--- src/rtl/sha256_stream_core.sv ---
// Multi-block SHA-256 core: chains H0..H7 across pre-padded 512-bit blocks,
// rolling 16-word schedule, ROUNDS_PER_CYCLE rounds per clock. Define SHA224_MODE_EN for SHA-224.
module sha256_stream_core #(
  parameter int ROUNDS_PER_CYCLE = 1,
  parameter int BLK_CNT_W        = 16
) (
  input  logic                 clk,
  input  logic                 rst,
  input  logic                 blk_valid,
  output logic                 blk_ready,
  input  logic [511:0]         blk_data,
  input  logic                 blk_first,
  input  logic                 blk_last,
  input  logic                 abort,
`ifdef SHA224_MODE_EN
  input  logic                 mode_224,
`endif
  output logic                 busy,
  output logic                 digest_valid,
  output logic [255:0]         digest,
  output logic [BLK_CNT_W-1:0] blk_count,
  output logic                 seq_err
);

  typedef logic [31:0] word_t;
  typedef enum logic [1:0] {S_IDLE, S_ROUND, S_UPDATE} state_t;

  generate
    if (ROUNDS_PER_CYCLE != 1 && ROUNDS_PER_CYCLE != 2 &&
        ROUNDS_PER_CYCLE != 4 && ROUNDS_PER_CYCLE != 8) begin : g_bad_rpc
      $error("ROUNDS_PER_CYCLE must be 1, 2, 4 or 8");
    end
  endgenerate

  localparam logic [5:0] LAST_R = 6'(64 - ROUNDS_PER_CYCLE);
  localparam logic [5:0] R_STEP = 6'(ROUNDS_PER_CYCLE);

  localparam word_t K [64] = '{
    32'h428a2f98, 32'h71374491, 32'hb5c0fbcf, 32'he9b5dba5, 32'h3956c25b, 32'h59f111f1, 32'h923f82a4, 32'hab1c5ed5,
    32'hd807aa98, 32'h12835b01, 32'h243185be, 32'h550c7dc3, 32'h72be5d74, 32'h80deb1fe, 32'h9bdc06a7, 32'hc19bf174,
    32'he49b69c1, 32'hefbe4786, 32'h0fc19dc6, 32'h240ca1cc, 32'h2de92c6f, 32'h4a7484aa, 32'h5cb0a9dc, 32'h76f988da,
    32'h983e5152, 32'ha831c66d, 32'hb00327c8, 32'hbf597fc7, 32'hc6e00bf3, 32'hd5a79147, 32'h06ca6351, 32'h14292967,
    32'h27b70a85, 32'h2e1b2138, 32'h4d2c6dfc, 32'h53380d13, 32'h650a7354, 32'h766a0abb, 32'h81c2c92e, 32'h92722c85,
    32'ha2bfe8a1, 32'ha81a664b, 32'hc24b8b70, 32'hc76c51a3, 32'hd192e819, 32'hd6990624, 32'hf40e3585, 32'h106aa070,
    32'h19a4c116, 32'h1e376c08, 32'h2748774c, 32'h34b0bcb5, 32'h391c0cb3, 32'h4ed8aa4a, 32'h5b9cca4f, 32'h682e6ff3,
    32'h748f82ee, 32'h78a5636f, 32'h84c87814, 32'h8cc70208, 32'h90befffa, 32'ha4506ceb, 32'hbef9a3f7, 32'hc67178f2
  };
  localparam word_t IV256 [8] = '{32'h6a09e667, 32'hbb67ae85, 32'h3c6ef372, 32'ha54ff53a,
                                  32'h510e527f, 32'h9b05688c, 32'h1f83d9ab, 32'h5be0cd19};
`ifdef SHA224_MODE_EN
  localparam word_t IV224 [8] = '{32'hc1059ed8, 32'h367cd507, 32'h3070dd17, 32'hf70e5939,
                                  32'hffc00b31, 32'h68581511, 32'h64f98fa7, 32'hbefa4fa4};
`endif

  function automatic word_t rotr(input word_t x, input int n);
    return (x >> n) | (x << (32 - n));
  endfunction
  function automatic word_t sml_s0(input word_t x); return rotr(x, 7) ^ rotr(x, 18) ^ (x >> 3);   endfunction
  function automatic word_t sml_s1(input word_t x); return rotr(x, 17) ^ rotr(x, 19) ^ (x >> 10); endfunction
  function automatic word_t big_s0(input word_t x); return rotr(x, 2) ^ rotr(x, 13) ^ rotr(x, 22); endfunction
  function automatic word_t big_s1(input word_t x); return rotr(x, 6) ^ rotr(x, 11) ^ rotr(x, 25); endfunction

  state_t               state, state_nxt;
  logic [5:0]           r;
  logic                 last_q, chain_active, dv_pend, acc, load_iv;
  word_t                h_reg [8];
  word_t                h_sum [8];
  word_t                iv    [8];
  word_t                wv    [8];
  word_t                win   [16];
  word_t                rw    [8];
  word_t                rwin  [16];
  word_t                t1, t2, w_new;
  logic [255:0]         digest_nxt;
`ifdef SHA224_MODE_EN
  logic                 mode_q;
`endif

  assign blk_ready = (state == S_IDLE);
  assign busy      = (state != S_IDLE);
  assign acc       = blk_valid & blk_ready & ~abort;
  // A block arriving with no open chain starts one, whatever blk_first says.
  assign load_iv   = blk_first | ~chain_active;

  always_comb begin
    iv = IV256;
`ifdef SHA224_MODE_EN
    if (mode_224) iv = IV224;
`endif
  end

  // NOTE: every always_comb output gets a default first so no path leaves it unassigned (no latch).
  always_comb begin
    state_nxt = state;
    unique case (state)
      S_IDLE:   if (acc) state_nxt = S_ROUND;
      S_ROUND:  if (r == LAST_R) state_nxt = S_UPDATE;
      S_UPDATE: state_nxt = S_IDLE;
      default:  state_nxt = S_IDLE;
    endcase
    if (abort) state_nxt = S_IDLE;
  end

  // Unrolled rounds; the window's word 0 is always W[t] and each round appends W[t+16].
  always_comb begin
    rw    = wv;
    rwin  = win;
    t1    = '0;
    t2    = '0;
    w_new = '0;
    for (int j = 0; j < ROUNDS_PER_CYCLE; j++) begin
      t1    = rw[7] + big_s1(rw[4]) + ((rw[4] & rw[5]) ^ (~rw[4] & rw[6])) + K[r + 6'(j)] + rwin[0];
      t2    = big_s0(rw[0]) + ((rw[0] & rw[1]) ^ (rw[0] & rw[2]) ^ (rw[1] & rw[2]));
      w_new = sml_s1(rwin[14]) + rwin[9] + sml_s0(rwin[1]) + rwin[0];
      rw[7] = rw[6];
      rw[6] = rw[5];
      rw[5] = rw[4];
      rw[4] = rw[3] + t1;
      rw[3] = rw[2];
      rw[2] = rw[1];
      rw[1] = rw[0];
      rw[0] = t1 + t2;
      for (int i = 0; i < 15; i++) rwin[i] = rwin[i+1];
      rwin[15] = w_new;
    end
  end

  always_comb begin
    digest_nxt = '0;
    for (int i = 0; i < 8; i++) begin
      h_sum[i] = h_reg[i] + wv[i];
      digest_nxt[255-32*i -: 32] = h_sum[i];
    end
`ifdef SHA224_MODE_EN
    if (mode_q) digest_nxt[31:0] = '0;
`endif
  end

  // NOTE: state uses non-blocking assignments so every flop samples pre-edge values.
  always_ff @(posedge clk or negedge rst) begin
    if (!rst) begin
      state        <= S_IDLE;
      r            <= '0;
      last_q       <= 1'b0;
      chain_active <= 1'b0;
      blk_count    <= '0;
      seq_err      <= 1'b0;
      dv_pend      <= 1'b0;
      digest_valid <= 1'b0;
      digest       <= '0;
      h_reg        <= IV256;
`ifdef SHA224_MODE_EN
      mode_q       <= 1'b0;
`endif
    end else begin
      state        <= state_nxt;
      seq_err      <= acc & (blk_first == chain_active);
      digest_valid <= dv_pend & ~abort;
      dv_pend      <= 1'b0;
      if (abort) begin
        chain_active <= 1'b0;
        blk_count    <= '0;
        r            <= '0;
      end else if (acc) begin
        r      <= '0;
        last_q <= blk_last;
        if (load_iv) begin
          blk_count <= BLK_CNT_W'(1);
          h_reg     <= iv;
`ifdef SHA224_MODE_EN
          mode_q    <= mode_224;
`endif
        end else if (!(&blk_count)) begin
          blk_count <= blk_count + BLK_CNT_W'(1);
        end
      end else if (state == S_ROUND) begin
        r <= r + R_STEP;
      end else if (state == S_UPDATE) begin
        h_reg        <= h_sum;
        chain_active <= ~last_q;
        if (last_q) begin
          digest  <= digest_nxt;
          dv_pend <= 1'b1;
        end
      end
    end
  end

  // NOTE: schedule window and working variables are pure datapath, always loaded on accept, so they carry no reset.
  always_ff @(posedge clk) begin
    if (acc) begin
      for (int t = 0; t < 16; t++) win[t] <= blk_data[511-32*t -: 32];
      if (load_iv) wv <= iv;
      else         wv <= h_reg;
    end else if (state == S_ROUND) begin
      wv  <= rw;
      win <= rwin;
    end
  end

endmodule

--- config.mk ---
export PLATFORM = sky130hd
export DESIGN_NAME = sha256_stream_core
export DESIGN_NICKNAME = d
export VERILOG_FILES = /design/src/rtl/sha256_stream_core.sv
export SDC_FILE = /design/constraint.sdc
export NUM_CORES = 2
export LEC_CHECK = 0
export BUFFER_PORTS_ARGS = -buffer_cell sky130_fd_sc_hd__buf_4
export CAP_MARGIN = 20
export CORE_MARGIN = 2
export CORE_UTILIZATION = 28
export CTS_BUF_LIST = sky130_fd_sc_hd__clkbuf_16
export CTS_CLUSTER_DIAMETER = 120
export DETAILED_ROUTE_END_ITERATION = 16
export GPL_TIMING_DRIVEN = 0
export PLACE_DENSITY = 0.46
export SYNTH_ARGS = -nofsm -noshare
export SYNTH_HDL_FRONTEND = slang
export SYNTH_SLANG_ARGS = --single-unit
--- constraint.sdc ---
create_clock -name clk -period 54.2 [get_ports clk]
set_clock_uncertainty 0.2 [all_clocks]
set_input_delay 5.42 -clock clk [delete_from_list [all_inputs] [get_ports clk]]
set_output_delay 5.42 -clock clk [all_outputs]
set_load 0.05 [all_outputs]
==> results.md <==
- Outcome: finished clean
- Max reg flops: 480
- Die Wd: 540.7 um
- Worst-skew pair later-pin latency: 0.88 ns
- Final WL: 395,500 um
- Io pins: 794
- TritonCTS clock tree: built
- Post-CTS Setup Bufs: 0
- Synthesized area per cell: 9.348 um^2
- # H-tree levels: 4
- EDFF count, synth: 768
- Post-CTS Resized: 0
- Share of layout cells above drive strength 1: 13.61%
- Core footprint: 287,400 um^2
- Starting density of the core: 28.06%
- Fin Hold WS: 0.2770 ns
- Layout Nets: 10,759
- Busiest grt layer: met2
- Final Non-Filler Cells: 13,589
- Slowest cell on crit path: dfrtp_1
- Worst-path clk slew: 0.06 ns
- # rows: 197
- Place WS: 42.35 ns
- Max-slew violations: 0
- Final setup viols: 0
- Crit end category: flip-flop
- Critical path class: reg -> reg
- Antenna viol nets, final: 0
- Arr. time, crit path: 12.58 ns
- Clk buf depth: 4
- Yosys cell types: 91
- Gpl congestion: 0.9828
- CP dominant cell by count: inv_1
- Port bufs: 793
- Fin Setup TNS: 0 ns
- Vias per cell: 5.194
- Final Cycle Share: 22.51%
- Ys flop type: edfxtp_1
- Post-DP HPWL: 318,100 um
- Count of final hold-check violations: 0
- Root Buffer: clkbuf_16
- RSZ-0062 raised after global routing: false
- Met2 usage: 38.34%
- Max-capacitance violation count: 0
- Post-Synthesis Cells: 8,628
- Initial detailed-routing violation count: 7,177
- Area grow syn2layout: 21.60%
- Final WS setup: 42.00 ns
- TritonCTS Buffers: 168
- Fillers: 29,726
- Post-synth ARST share: 41.33%
- Crit-path max FO: 10
- YS warnings: 0
- Total global-route track usage: 26.17%
- Leading cell type in the layout, fill and taps excluded: nand2_1
- Vias in the first global route: 68,801
- GR Overflow Total: 0
- Avg WL per Cell: 29.10 um
- Hold WC Path Type: reg -> reg
- DRC violations left: 0
- Fmax: 81.97 MHz
- CP required: 54.58 ns
- Initial antenna violation count: 51
- Die height: 540.7 um
- CTS Sinks: 1,309
- Initial DRT Pass Iterations: 6
- Worst-Margin Slew: 1.205 ns
- Min Tclk post-route: 12.20 ns
- Most frequent cells in the layout: nand2_1, buf_4, edfxtp_1
- Setup crit start kind: flip-flop
- Largest net degree at the start of global routing: 111
- #FFs+latches synth: 1,309
- CP max stage delay: 0.74 ns
- Cells after DPL: 13,256
- Synthesized Nets: 9,740
- First-pass GRT wire length: 539,800 um
- Die area: 292,400 um^2
- Met1 Use GR: 37.30%
- Sequential fraction of the synthesis area: 45.59%
- Max transition margin: 19.66%
- Hold Buf Count CTS: 0
- Synth Cell Area: 80,650 um^2
- Met3 GRT Util: 5.518%
- DR vias: 70,586
==> area by class of cell <==
cell class              count  area, um^2  area share, %
clock buffers             178        4454          4.542
flip-flops and latches   1309       36770          37.49
multi-input cells        6278       39980          40.77
inverters                 598        2245          2.289
diodes                     26       65.06        0.06634
well taps                3781        4731          4.824
clock inverters           127        1047          1.068
plain buffers             443        1694          1.727
repair buffers            849        7087          7.226
==> metrics by stage <==
stage	util, %	area, um^2
2_1_floorplan	-	80650
3_3_place_gp	31.78	91340
3_5_place_dp	32.18	92490
4_1_cts	34.09	97990
5_1_grt	34.11	98040
6_report	34.12	98080
==> cell usage after synthesis, types with 69 or more instances <==
master	number	area share, %
nand2_1	2059	9.6
edfxtp_1	768	29
o21ai_0	726	4.5
inv_1	595	2.8
clkbuf_1	412	1.9
dfrtp_1	405	13
nor2_1	400	1.9
ha_1	397	6.2
a21oi_1	392	2.4
xnor2_1	325	3.5
xor2_1	266	2.9
fa_1	197	4.9
a21o_1	188	1.7
a31oi_1	156	1.2
dfstp_2	136	4.4
a22oi_1	101	0.94
a22o_1	100	1.1
nand3_1	94	0.58
nor3_1	86	0.53
nand2b_1	75	0.58
o21a_1	69	0.64
==> final timing paths <==
kind,slack (ns),startpoint,cells past startpoint,end
max,42.00,r[1]$_DFFE_PN0P_,37,rw[223]$_DFFE_PN_
min,0.28,digest[47]$_DFFE_PN0P_,2,digest[47]$_DFFE_PN0P_
max reg2reg,42.00,r[1]$_DFFE_PN0P_,37,rw[223]$_DFFE_PN_
min reg2reg,0.28,digest[47]$_DFFE_PN0P_,2,digest[47]$_DFFE_PN0P_
max in group asynchronous,46.87,rst,5,digest[67]$_DFFE_PN0P_
min in group asynchronous,4.33,rst,1,digest[213]$_DFFE_PN0P_
==> cell families (layout without fill, tap and decap cells) <==
| group | count (synthesis) | count (layout) | synth area share, % |
|---|---|---|---|
| other | 0 | 26 | 0 |
| adders and majority gates | 597 | 597 | 11.09 |
| and+or+nand+nor | 2956 | 2956 | 15.15 |
| AOI/OAI and AO/OA | 2081 | 2081 | 16.12 |
| DFF | 1309 | 1309 | 45.59 |
| xor gates and xnor gates | 592 | 592 | 6.446 |
| muxes | 52 | 52 | 0.7601 |
| buffers and inverters | 1041 | 2195 | 4.854 |
==> worst max-delay path, delay by kind of cell (launching register included) <==
family | cells | cell delay, ns
flops | 1 | 0.74
compound gates | 12 | 2.75
fa+ha+maj | 6 | 2.41
mux | 1 | 0.23
simple gates | 6 | 1.28
buf+inv | 9 | 3.28
xor+xnor | 3 | 1.01
==> metal layers <==
metal	wire length [um]	vias up	part of all wire (%)
met2	166800	2946	42
met3	31340	601	7.9
met5	193	-	0.049
met1	180300	35180	46
met4	16840	36	4.3
li1	-	31823	-
Power is left out: the tool's default activity adds up to more than one toggle a clock period on the data nets, which glitch-free logic cannot reach.
